===== src/rtl/led_fade_sequencer.sv =====
// Four-channel LED chase/fade controller: free-running prescaler and 5-bit PWM counter,
// with a sequencer that ramps each channel up, holds at peak, ramps down, then moves on.
module led_fade_sequencer #(
    parameter int unsigned PRESCALE     = 128,
    parameter int unsigned STEP_DIV     = 4,
    parameter int unsigned HOLD_PERIODS = 16,
    parameter bit          LOOP         = 1'b0
) (
    input  logic       CLK_3p33MHZ,
    input  logic       RESET_N,
    input  logic       START,
    input  logic       STOP,
    input  logic [4:0] BRIGHT_MAX,
    output logic [3:0] LED,
    output logic       BUSY,
    output logic       DONE,
    output logic [1:0] ACTIVE_CH,
    output logic [4:0] DUTY,
    output logic       PERIOD_STROBE
);

    localparam int unsigned PW = (PRESCALE > 1) ? $clog2(PRESCALE) : 1;
    localparam int unsigned SW = (STEP_DIV > 1) ? $clog2(STEP_DIV) : 1;
    localparam int unsigned HW = (HOLD_PERIODS > 1) ? $clog2(HOLD_PERIODS) : 1;

    typedef enum logic [2:0] {StIdle, StFadeUp, StHold, StFadeDown, StNext} state_e;

    state_e        state_q, state_d;
    logic [PW-1:0] presc_q, presc_d;
    logic [4:0]    pwm_q, pwm_d;
    logic [4:0]    duty_q, duty_d;
    logic [4:0]    max_q, max_d;
    logic [1:0]    ch_q, ch_d;
    logic [SW-1:0] step_q, step_d;
    logic [HW-1:0] hold_q, hold_d;
    logic          pend_q, pend_d;
    logic          done_q, done_d;
    logic [3:0]    led_q, led_d;

    logic tick, strobe, busy, step_last, hold_last;

    always_comb begin
        tick      = (presc_q == PW'(PRESCALE - 1));
        strobe    = tick && (pwm_q == 5'd31);
        busy      = (state_q != StIdle);
        step_last = (step_q == SW'(STEP_DIV - 1));
        hold_last = (hold_q == HW'(HOLD_PERIODS - 1));

        presc_d = tick ? '0 : presc_q + 1'b1;
        pwm_d   = tick ? pwm_q + 5'd1 : pwm_q;

        led_d = '0;
        if (busy) begin
            led_d[ch_q] = (pwm_q < duty_q);
        end

        state_d = state_q;
        duty_d  = duty_q;
        max_d   = max_q;
        ch_d    = ch_q;
        step_d  = step_q;
        hold_d  = hold_q;
        pend_d  = pend_q;
        done_d  = 1'b0;

        unique case (state_q)
            StIdle: begin
                if (START && !STOP) begin
                    state_d = StFadeUp;
                    max_d   = (BRIGHT_MAX == 5'd0) ? 5'd1 : BRIGHT_MAX;
                    duty_d  = '0;
                    ch_d    = '0;
                    step_d  = '0;
                    hold_d  = '0;
                end
            end
            StFadeUp: begin
                if (strobe) begin
                    if (step_last) begin
                        step_d = '0;
                        duty_d = duty_q + 5'd1;
                        if (duty_d == max_q) begin
                            state_d = StHold;
                            hold_d  = '0;
                        end
                    end else begin
                        step_d = step_q + 1'b1;
                    end
                end
            end
            StHold: begin
                if (strobe) begin
                    if (hold_last) begin
                        state_d = StFadeDown;
                        hold_d  = '0;
                        step_d  = '0;
                    end else begin
                        hold_d = hold_q + 1'b1;
                    end
                end
            end
            StFadeDown: begin
                if (strobe) begin
                    if (step_last) begin
                        step_d = '0;
                        duty_d = duty_q - 5'd1;
                        if (duty_d == 5'd0) begin
                            state_d = StNext;
                            hold_d  = '0;
                        end
                    end else begin
                        step_d = step_q + 1'b1;
                    end
                end
            end
            StNext: begin
                step_d = '0;
                hold_d = '0;
                if (ch_q != 2'd3) begin
                    ch_d    = ch_q + 2'd1;
                    state_d = StFadeUp;
                end else if (LOOP) begin
                    ch_d    = '0;
                    state_d = StFadeUp;
                end else begin
                    state_d = StIdle;
                    done_d  = 1'b1;
                end
            end
            default: state_d = StIdle;
        endcase

        // A stop request (pending or arriving now) wins at the period boundary.
        if (busy) begin
            if (strobe && (pend_q || STOP)) begin
                state_d = StIdle;
                duty_d  = '0;
                ch_d    = '0;
                step_d  = '0;
                hold_d  = '0;
                pend_d  = 1'b0;
            end else if (state_d == StIdle) begin
                pend_d = 1'b0;
            end else begin
                pend_d = pend_q | STOP;
            end
        end
    end

    always_ff @(posedge CLK_3p33MHZ) begin
        if (!RESET_N) begin
            state_q <= StIdle;
            presc_q <= '0;
            pwm_q   <= '0;
            duty_q  <= '0;
            max_q   <= '0;
            ch_q    <= '0;
            step_q  <= '0;
            hold_q  <= '0;
            pend_q  <= 1'b0;
            done_q  <= 1'b0;
            led_q   <= '0;
        end else begin
            state_q <= state_d;
            presc_q <= presc_d;
            pwm_q   <= pwm_d;
            duty_q  <= duty_d;
            max_q   <= max_d;
            ch_q    <= ch_d;
            step_q  <= step_d;
            hold_q  <= hold_d;
            pend_q  <= pend_d;
            done_q  <= done_d;
            led_q   <= led_d;
        end
    end

    assign LED           = led_q;
    assign BUSY          = busy;
    assign DONE          = done_q;
    assign ACTIVE_CH     = ch_q;
    assign DUTY          = duty_q;
    assign PERIOD_STROBE = strobe;

endmodule


===== config.mk =====
export PLATFORM = sky130hd
export DESIGN_NAME = led_fade_sequencer
export DESIGN_NICKNAME = d
export VERILOG_FILES = /design/src/rtl/led_fade_sequencer.sv
export SDC_FILE = /design/constraint.sdc
export NUM_CORES = 1
export LEC_CHECK = 0
export ABC_AREA = 0
export CAP_MARGIN = 40
export CORE_ASPECT_RATIO = 1.5
export CORE_MARGIN = 10
export CORE_UTILIZATION = 30
export CTS_CLUSTER_SIZE = 30
export DETAILED_ROUTE_END_ITERATION = 16
export SLEW_MARGIN = 20
export SYNTH_ARGS = -nofsm -noshare
export SYNTH_HDL_FRONTEND = slang
export SYNTH_SLANG_ARGS = --single-unit

===== constraint.sdc =====
create_clock -name CLK_3p33MHZ -period 2.3 [get_ports CLK_3p33MHZ]
set_input_delay 0.345 -clock CLK_3p33MHZ [delete_from_list [all_inputs] [get_ports CLK_3p33MHZ]]
set_output_delay 0.345 -clock CLK_3p33MHZ [all_outputs]
set_load 0.05 [all_outputs]

==> summary.md, run 1 <==
| Metric | Value |
|---|---|
| Hold crit path type | `reg -> reg` |
| Clock Latency Late Sink | `0.30 ns` |
| P_sw | `324 uW` |
| Ant. Diodes | `0` |
| Pre-antenna DRT Iters | `4` |
| Cells along the critical path | `ha_1 -> and3_1 -> ha_2 -> nand2_1 -> or3_4 -> clkinv_4 -> buf_12` |
| Fmax achieved | `0.460 GHz` |
| Final period util | `94.6%` |
| Clock power share | `36.3%` |
| Total number of vias | `2,059` |
| Max-cap violations | `0` |
| Dpl cell area | `2610 sq um` |
| Worst slack at placement | `0.122 ns` |
| Yosys reg bits | `39` |
| Crit path required time | `1.96 ns` |
| Layout filler cell count | `795` |
| Syn Std Cell Area | `2220 sq um` |
| H-tree levels | `2` |
| Worst-case hold slack | `0.453 ns` |
| Comb power frac | `8.5%` |
| Setup violators final | `0` |
| Setup crit end kind | `output port` |
| Worst setup margin | `0.125 ns` |
| GR Overflow Total | `0` |
| Clk root buf | `clkbuf_8` |
| Final slew viol count | `0` |
| Number of nets in the layout | `312` |
| Largest net degree at the start of global routing | `20` |
| GRT Util Overall | `10.2%` |
| Int Power | `939 uW` |
| Setup Crit Path Kind | `reg -> out` |
| Post-synth cell types | `52` |
| Share of layout cells above drive strength 1 | `13.0%` |
| Max Fanout on Critical Path | `5` |
| Setup bufs post-CTS | `0` |
| Number of synthesized flops with an enable pin | `0` |
| Die Wd | `90.3 um` |
| Cell area after layout | `2700 sq um` |
| RSZ-0062 raised after global routing | `false` |
| Number of core rows | `38` |
| Ys async rst share | `0%` |
| Top cell family by delay on the critical path | `simple AND/OR/NAND/NOR gates` |
| Slowest CP cell | `or3_4` |
| CP arrival | `1.83 ns` |
| Top cells by count, synth | `39 x dfxtp_1, 19 x nand2_1, 19 x nand3_1, 17 x a21oi_1, 17 x o21ai_0` |
| Syn_area_per_cell | `8.55 sq um` |
| Yosys top cell area share | `35.1%` |
| Net Sw Frac | `25.7%` |
| Multi-input logic area | `1340 sq um` |
| DRT Wirelength | `5.72 mm` |
| Power per Cell Area | `468 nW/um^2` |
| Final Hold Violating Endpoints | `0` |
| Total Neg Setup Slack | `0 ns` |
| Worst-path clk slew | `0.08 ns` |
| Cells after DPL | `384` |
| Initial antenna violation count | `0` |
| Top-count cell post-synth | `dfxtp_1` |
| Via/cell ratio | `5.25` |
| WL/cell | `14.6 um` |
| Core area | `7230 sq um` |
| Initial core utilization | `30.8%` |
| YS warnings | `0` |
| DRC | `0` |
| Routed Antenna Nets | `0` |
| Synth Instances | `260` |
| Final std cells w/o fill | `392` |
| Synth top area cells | `dfxtp_1 35%, ha_1 6.8%, nand3_1 4.3%` |
| CTS buffer count | `5` |
| Headroom to the max-slew limit | `63.5%` |
| CTS Buffer Depth | `2` |
| GP Congestion | `0.840` |
| Syn-to-layout area delta | `21.4%` |
| Detailed placement HPWL | `4.42 mm` |
| Peak supply drop | `0.000193 V` |
| First-pass GRT wire length | `9.69 mm` |
| Clock sinks | `39` |
| Startpoint Class | `flip-flop` |
| Hold_buf cts | `0` |
| DIE AREA | `11,300 sq um` |
| Io pins | `23` |
| CP max stage delay | `0.37 ns` |
| Vias in the first global route | `2,034` |
| Yosys top cell by area | `dfxtp_1` |
| Initial detailed-routing violation count | `91` |
| Tightest Pin Transition | `0.534 ns` |
| Sequential Power Share | `55.2%` |
| Die Y | `125 um` |
| P_leak | `0.000950 uW` |
| Worst Path Buf+Inv | `2` |
| Seq/Total Area, Yosys | `35.1%` |
| CTS tree | `yes` |
| Sequential cell area | `783 sq um` |
| Main synth FF type | `dfxtp_1` |
| Clk_skew | `0.00828 ns` |
| Input/output buffers | `22` |
| Post-layout min period | `2.18 ns` |
| Syn nets | `281` |
| Status | `finished, final reports clean` |
-- power groups by stage --
stage	combinational (uW)	sequential (uW)	clock, uW
floorplan	66.6	710	0
global route	118	698	509
finish	107	696	459
CTS	108	696	471
detailed placement	107	712	0
global placement	106	712	0
-- timing repair --
action,CTS,global route
setup endpoints to repair,0,16
resized for setup,0,4
hold endpoints to repair,0,0
-- flip-flops by register name, indices dropped and copies added (netlist names) --
signal / flops
pwm_q: 5
state_q: 3
pend_q: 1
DUTY: 5
DONE: 1
hold_q: 4
presc_q: 7
max_q: 5
LED: 4
ACTIVE_CH: 2
step_q: 2
-- logic make-up after synthesis --
kind of cell / share of synthesized area, %
buffers and inverters: 5.12
xor gates and xnor gates: 5.52
DFF: 35.1
muxes: 0.506
adders and majority gates: 6.75
AOI/OAI and AO/OA: 23.2
and+or+nand+nor: 23.7
-- stage by stage --
step	power (uW)	utilization, %
after global placement	818	36.1
final	1260	37.4
after global routing	1330	37.4
after floorplan	777	-
after CTS	1280	37.2
after detailed placement	820	36.1
-- cell type report --
type / instances / area share (%)
multi-input cells: 199 / 49.5
repair buffers: 35 / 12.0
clock buffers: 5 / 2.55
flip-flops and latches: 39 / 29.0
clock inverters: 3 / 0.556
inverters: 11 / 1.71
well taps: 100 / 4.63
-- layer usage --
layer	vias to the layer above	part of all wire, %	global-route usage, %
met2	41	52	18.7
li1	1024	-	-
met4	0	2.3	5.17
met3	8	3.4	1.92
met1	986	42	10.9
met5	-	0	0
-- placed cells by master, fill, tap and decap left out, drive strengths merged, types with 5 or more instances in the layout --
master and n:
o21ai 19, clkdlybuf4s50 20, inv 10, dfxtp 39, buf 15, nor2 16
xor2 7, nor3 5, a211oi 6, a21boi 7, clkbuf 5, ha 12
nand3 20, xnor2 7, nand2 19, nand4 7, a21oi 17, a21o 5
-- worst paths after layout --
| path | start | to | slack, ns | depth (start not counted) |
|---|---|---|---|---|
| min reg2reg | presc_q[0] | presc_q[0] | 0.45 | 1 |
| min | presc_q[0] | presc_q[0] | 0.45 | 1 |
| max reg2reg | pwm_q[0] | ACTIVE_CH[1] | 0.20 | 9 |
| max | pwm_q[0] | PERIOD_STROBE | 0.12 | 7 |
Power figures use the tool's default switching activity.
==> inputs of run 2 (changes only) <==
Settings changed: CORE_MARGIN 10 to 3, MAX_ROUTING_LAYER from default to met4, SETUP_SLACK_MARGIN from default to 0.05.
==> run 2 against run 1 <==
Net effect:
- global-route usage grew 4.3 points
- critical path depth unchanged
- sequential share of layout area down 0.89 points
- combinational power rose by 4%
- critical endpoint unchanged
- routed wire length grew 2.9%
- register-to-register slack improved by 0.02 ns
- count of clock-buffer cells in the layout increased by 1
==> summary.md, run 2 (same netlist as run 1, synthesis figures left out) <==
| Metric | Value |
|---|---|
| Initial core utilization | `31.6%` |
| Setup Crit Path Kind | `reg -> out` |
| Top reg by flops | `presc_q` |
| Total Neg Setup Slack | `0 ns` |
| CTS buffer count | `5` |
| Crit-path most repeated cell | `ha_2` |
| Headroom to the max-slew limit | `65.3%` |
| DRC | `0` |
| Cells along the critical path | `ha_2 -> and3_1 -> ha_2 -> nand2_1 -> or3_4 -> clkinv_4 -> buf_12` |
| Routed Antenna Nets | `0` |
| Final Hold Violating Endpoints | `0` |
| Cell area after layout | `2790 sq um` |
| Clk_skew | `0.00802 ns` |
| Slowest CP cell | `or3_4` |
| Initial detailed-routing violation count | `120` |
| First-pass GRT wire length | `9.82 mm` |
| Post-layout min period | `2.17 ns` |
| Fmax achieved | `0.461 GHz` |
| H-tree levels | `2` |
| Most common cell after layout, fill and taps aside | `dfxtp_1` |
| M1 wire length | `2.34 mm` |
| Share of layout cells above drive strength 1 | `15.4%` |
| DRT Wirelength | `5.88 mm` |
| Number of core rows | `37` |
| Largest net degree at the start of global routing | `17` |
| Hold path depth | `1` |
| Met2 Wirelength | `3.07 mm` |
| Peak supply drop | `0.000242 V` |
| Initial antenna violation count | `0` |
| Setup crit end kind | `output port` |
| WL/cell | `14.9 um` |
| Die Y | `111 um` |
| Vias in the first global route | `2,120` |
| Worst Reg-to-Reg Cells | `11` |
| Worst-path clk slew | `0.07 ns` |
| Final std cells w/o fill | `396` |
| GP Congestion | `0.893` |
| Final period util | `94.4%` |
| CTS tree | `yes` |
| Die Wd | `76.3 um` |
| Max-cap violations | `0` |
| Top Metal Used | `met4` |
| Pre-antenna DRT Iters | `4` |
| GR Overflow Total | `0` |
| Power per Cell Area | `504 nW/um^2` |
| Crit path required time | `1.96 ns` |
| Clock Latency Late Sink | `0.29 ns` |
| DIE AREA | `8500 sq um` |
| Dpl cell area | `2630 sq um` |
| Input/output buffers | `22` |
| Routed length on met3 | `250 um` |
| Clock sinks | `39` |
| CTS Buffer Depth | `2` |
| Max Fanout on Critical Path | `4` |
| Cells after DPL | `384` |
| Core area | `7040 sq um` |
| Number of nets in the layout | `319` |
| Startpoint Class | `flip-flop` |
| Reg2reg end | `state_q[1]` |
| Syn-to-layout area delta | `25.3%` |
| Clk root buf | `clkbuf_8` |
| CP arrival | `1.83 ns` |
| P_leak | `0.000997 uW` |
| Detailed placement HPWL | `4.45 mm` |
| RSZ-0062 raised after global routing | `false` |
| CP max stage delay | `0.37 ns` |
| Via/cell ratio | `5.30` |
| Worst Hold End | `presc_q[0]` |
| Total number of vias | `2,100` |
| Io pins | `23` |
| Final slew viol count | `0` |
| Ant. Diodes | `0` |
| GRT Util Overall | `14.6%` |
| Reg-to-Reg Start | `pwm_q[0]` |
| Most frequent cells in the layout | `37 x dfxtp_1, 21 x buf_4, 20 x clkdlybuf4s50_1, 19 x nand2_1, 19 x nand3_1` |
| Tightest Pin Transition | `0.519 ns` |
| Status | `finished, final reports clean` |
| Origin of the worst min-delay path | `presc_q[0]` |
| Setup violators final | `0` |
| Hold crit path type | `reg -> reg` |
| Worst R2R Setup Slack | `0.22 ns` |
| Max reg flops | `7` |
[run 2: cell count changes in the layout (fill, tap and decap cells not counted), sizes merged]
cell and delta:
clkbuf +1, buf +7, clkinv -2, bufinv +1
[run 2: layout make-up]
cell class | instances | area, sq um
multi-input cells | 199 | 1340
clock inverters | 2 | 35.0
repair buffers | 42 | 378
well taps | 97 | 121
clock buffers | 6 | 82.6
inverters | 11 | 46.3
fillers | 766 | 4250
flip-flops and latches | 39 | 783
[run 2: worst max-delay path by stage]
stage | start | endpoint | slack, ns | depth (start not counted)
2_1_floorplan | DUTY[0] | hold_q[1] | 0.07 | 8
3_3_place_gp | pwm_q[0] | hold_q[3] | 0.22 | 9
3_5_place_dp | pwm_q[0] | hold_q[3] | 0.17 | 9
4_1_cts | pwm_q[0] | PERIOD_STROBE | 0.08 | 7
5_1_grt | pwm_q[0] | PERIOD_STROBE | 0.06 | 7
6_report | pwm_q[0] | PERIOD_STROBE | 0.13 | 7
[run 2: timing repair]
action	in CTS	in global routing
gates cloned	0	0
buffers inserted	0	4
hold buffers	0	0
setup endpoints to repair	1	2
resized for setup	3	2
[run 2: critical path: cells and delay by family (launching register included)]
family / cells / cell delay (ns)
DFF: 1 / 0.36
and+or+nand+nor: 3 / 0.60
adders and majority gates: 2 / 0.38
buffers and inverters: 2 / 0.21
[run 2: through the flow]
stage / hold WS [ns] / setup WS, ns / power [uW] / utilization [%]
after floorplan: 0.418 / 0.0698 / 777 / -
after global placement: 0.433 / 0.222 / 823 / 37.3
after detailed placement: 0.447 / 0.167 / 823 / 37.3
after CTS: 0.464 / 0.0822 / 1420 / 39.1
after global routing: 0.484 / 0.0569 / 1470 / 39.6
final: 0.453 / 0.130 / 1400 / 39.6
[run 2: layer usage]
metal	GRT usage [%]	vias up
met5	-	-
met4	7.26	0
met3	2.59	18
met2	26.1	58
met1	15.2	981
li1	-	1043
[run 2: where the power goes]
group / switching [uW] / total, uW / internal, uW / leakage (uW)
sequential: 10.5 / 696 / 686 / 0.000317
clock: 245 / 596 / 351 / 0.0000612
combinational: 64.1 / 111 / 47.1 / 0.000620
total: 319 / 1400 / 1080 / 0.000997
==> inputs of run 3 (changes only) <==
Settings changed: PLACE_DENSITY from default to 0.54.
==> run 3 against run 2 <==
Net effect:
- worst setup slack improved by 0.010 ns
- clock power rose by 13%
- final cell count fell by 1.0%
- hold slack got worse by 0.0048 ns
- power rose by 5.6%
- fmax rose by 0.48%
- clock skew fell by 0.0012 ns
- combinational power barely moved
- final area barely moved
- sequential share of layout area rose by 0.15 points
- utilization barely moved
- largest power group unchanged
==> summary.md, run 3 (same netlist as run 1, synthesis figures left out) <==
| Metric | Value |
|---|---|
| Detailed placement HPWL | `4.46 mm` |
| Post-layout min period | `2.16 ns` |
| Share of layout cells above drive strength 1 | `13.9%` |
| Clk_skew | `0.00680 ns` |
| Clk root buf | `clkbuf_8` |
| GR Overflow Total | `0` |
| GRT Util Overall | `15.0%` |
| Initial core utilization | `31.6%` |
| Most common cell after layout, fill and taps aside | `dfxtp_1` |
| P_sw | `317 uW` |
| Cell area after layout | `2790 sq um` |
| Number of core rows | `37` |
| Total number of vias | `2,062` |
| Max Fanout on Critical Path | `5` |
| CTS Buffer Depth | `2` |
| Pre-antenna DRT Iters | `4` |
| Max reg flops | `7` |
| Initial antenna violation count | `0` |
| WL/cell | `14.8 um` |
| Syn-to-layout area delta | `25.4%` |
| First-pass GRT wire length | `10.1 mm` |
| Ant. Diodes | `0` |
| Multi-input logic area | `1350 sq um` |
| Fmax achieved | `0.463 GHz` |
| GP Congestion | `0.863` |
| Setup Crit Path Kind | `reg -> out` |
| Hold crit path type | `reg -> reg` |
| Sequential Power Share | `46.8%` |
| Final period util | `93.9%` |
| DIE AREA | `8500 sq um` |
| Comb power frac | `7.6%` |
| Final Hold Violating Endpoints | `0` |
| Setup crit end kind | `output port` |
| Sequential cell area | `788 sq um` |
| RSZ-0062 raised after global routing | `false` |
| H-tree levels | `2` |
| Dpl cell area | `2630 sq um` |
| Layout filler cell count | `737` |
| Core area | `7040 sq um` |
| Routed Antenna Nets | `0` |
| Clock Latency Late Sink | `0.29 ns` |
| Most frequent cells in the layout | `37 x dfxtp_1, 20 x clkdlybuf4s50_1, 19 x nand2_1, 19 x nand3_1` |
| Power per Cell Area | `531 nW/um^2` |
| Number of nets in the layout | `315` |
| Max-cap violations | `0` |
| Largest net degree at the start of global routing | `17` |
| Top reg by flops | `presc_q` |
| DRT Wirelength | `5.81 mm` |
| Crit path required time | `1.96 ns` |
| DRC | `0` |
| Peak supply drop | `0.000259 V` |
| Tightest Pin Transition | `0.537 ns` |
| Clock power share | `45.6%` |
| Setup bufs post-CTS | `0` |
| Die Y | `111 um` |
| CTS tree | `yes` |
| Via/cell ratio | `5.26` |
| Startpoint Class | `flip-flop` |
| Clock sinks | `39` |
| Setup violators final | `0` |
| Headroom to the max-slew limit | `64.1%` |
| CP arrival | `1.81 ns` |
| Initial detailed-routing violation count | `95` |
| Status | `finished, final reports clean` |
| Final slew viol count | `0` |
| Die Wd | `76.3 um` |
| Total Neg Setup Slack | `0 ns` |
| Vias in the first global route | `2,056` |
| Hold_buf cts | `0` |
| CTS buffer count | `5` |
| Int Power | `1160 uW` |
| Net Sw Frac | `21.4%` |
| P_leak | `0.000982 uW` |
| Input/output buffers | `22` |
| Io pins | `23` |
| Worst-path clk slew | `0.08 ns` |
[run 3: cell count changes in the layout (fill, tap and decap cells not counted), moves of 2 or more]
cell     previous run  this run
buf_4              21        17
dfxtp_2             2         0
dfxtp_4             0         2
ha_2                2         0
[run 3: through the flow]
step	total power, uW	hold WS (ns)	worst slack (ns)	std cells	utilization, %
finish	1480	0.449	0.140	392	39.6
global route	1550	0.491	0.0522	392	39.6
CTS	1510	0.456	0.0727	392	39.2
detailed placement	825	0.436	0.204	384	37.3
global placement	824	0.436	0.261	384	37.3
floorplan	777	0.418	0.0698	260	-
[run 3: routing by layer]
metal	wire length, um	track usage (%)	share of wire [%]
met2	3090	26.6	53
met4	131	6.05	2.3
met5	0	-	0
met3	219	2.67	3.8
met1	2370	16.5	41
[run 3: layout make-up]
cell class / count / area share, %
clock buffer: 6 / 2.60
multi-input combinational: 199 / 48.5
tap: 97 / 4.35
inverter: 11 / 1.66
clock inverter: 2 / 2.15
timing repair buffer: 38 / 12.5
sequential: 39 / 28.3
[run 3: timing repair]
| item | CTS | global route |
|---|---|---|
| hold endpoints to repair | 0 | 0 |
| gates resized for setup | 2 | 6 |
| setup endpoints to repair | 1 | 2 |
| cloned | 0 | 0 |
[run 3: worst max-delay path, stage by stage (launching register included)]
cell and delay, ns:
dfxtp_4 0.37, ha_1 0.18, and3_4 0.20, ha_4 0.14, nand2_1 0.07, or3_4 0.35, clkinv_4 0.09, buf_12 0.13
[run 3: worst paths after layout]
kind / start / to / slack (ns) / cells past startpoint
min reg2reg: presc_q[0] / presc_q[0] / 0.45 / 1
max: pwm_q[0] / PERIOD_STROBE / 0.14 / 7
max reg2reg: pwm_q[0] / hold_q[3] / 0.26 / 9
min: presc_q[0] / presc_q[0] / 0.45 / 1
[run 3: power by group through the flow]
stage	sequential [uW]	clock (uW)	combinational (uW)
2_1_floorplan	710	0	66.6
3_3_place_gp	712	0	112
3_5_place_dp	713	0	112
4_1_cts	696	699	113
5_1_grt	696	729	123
6_report	694	675	112
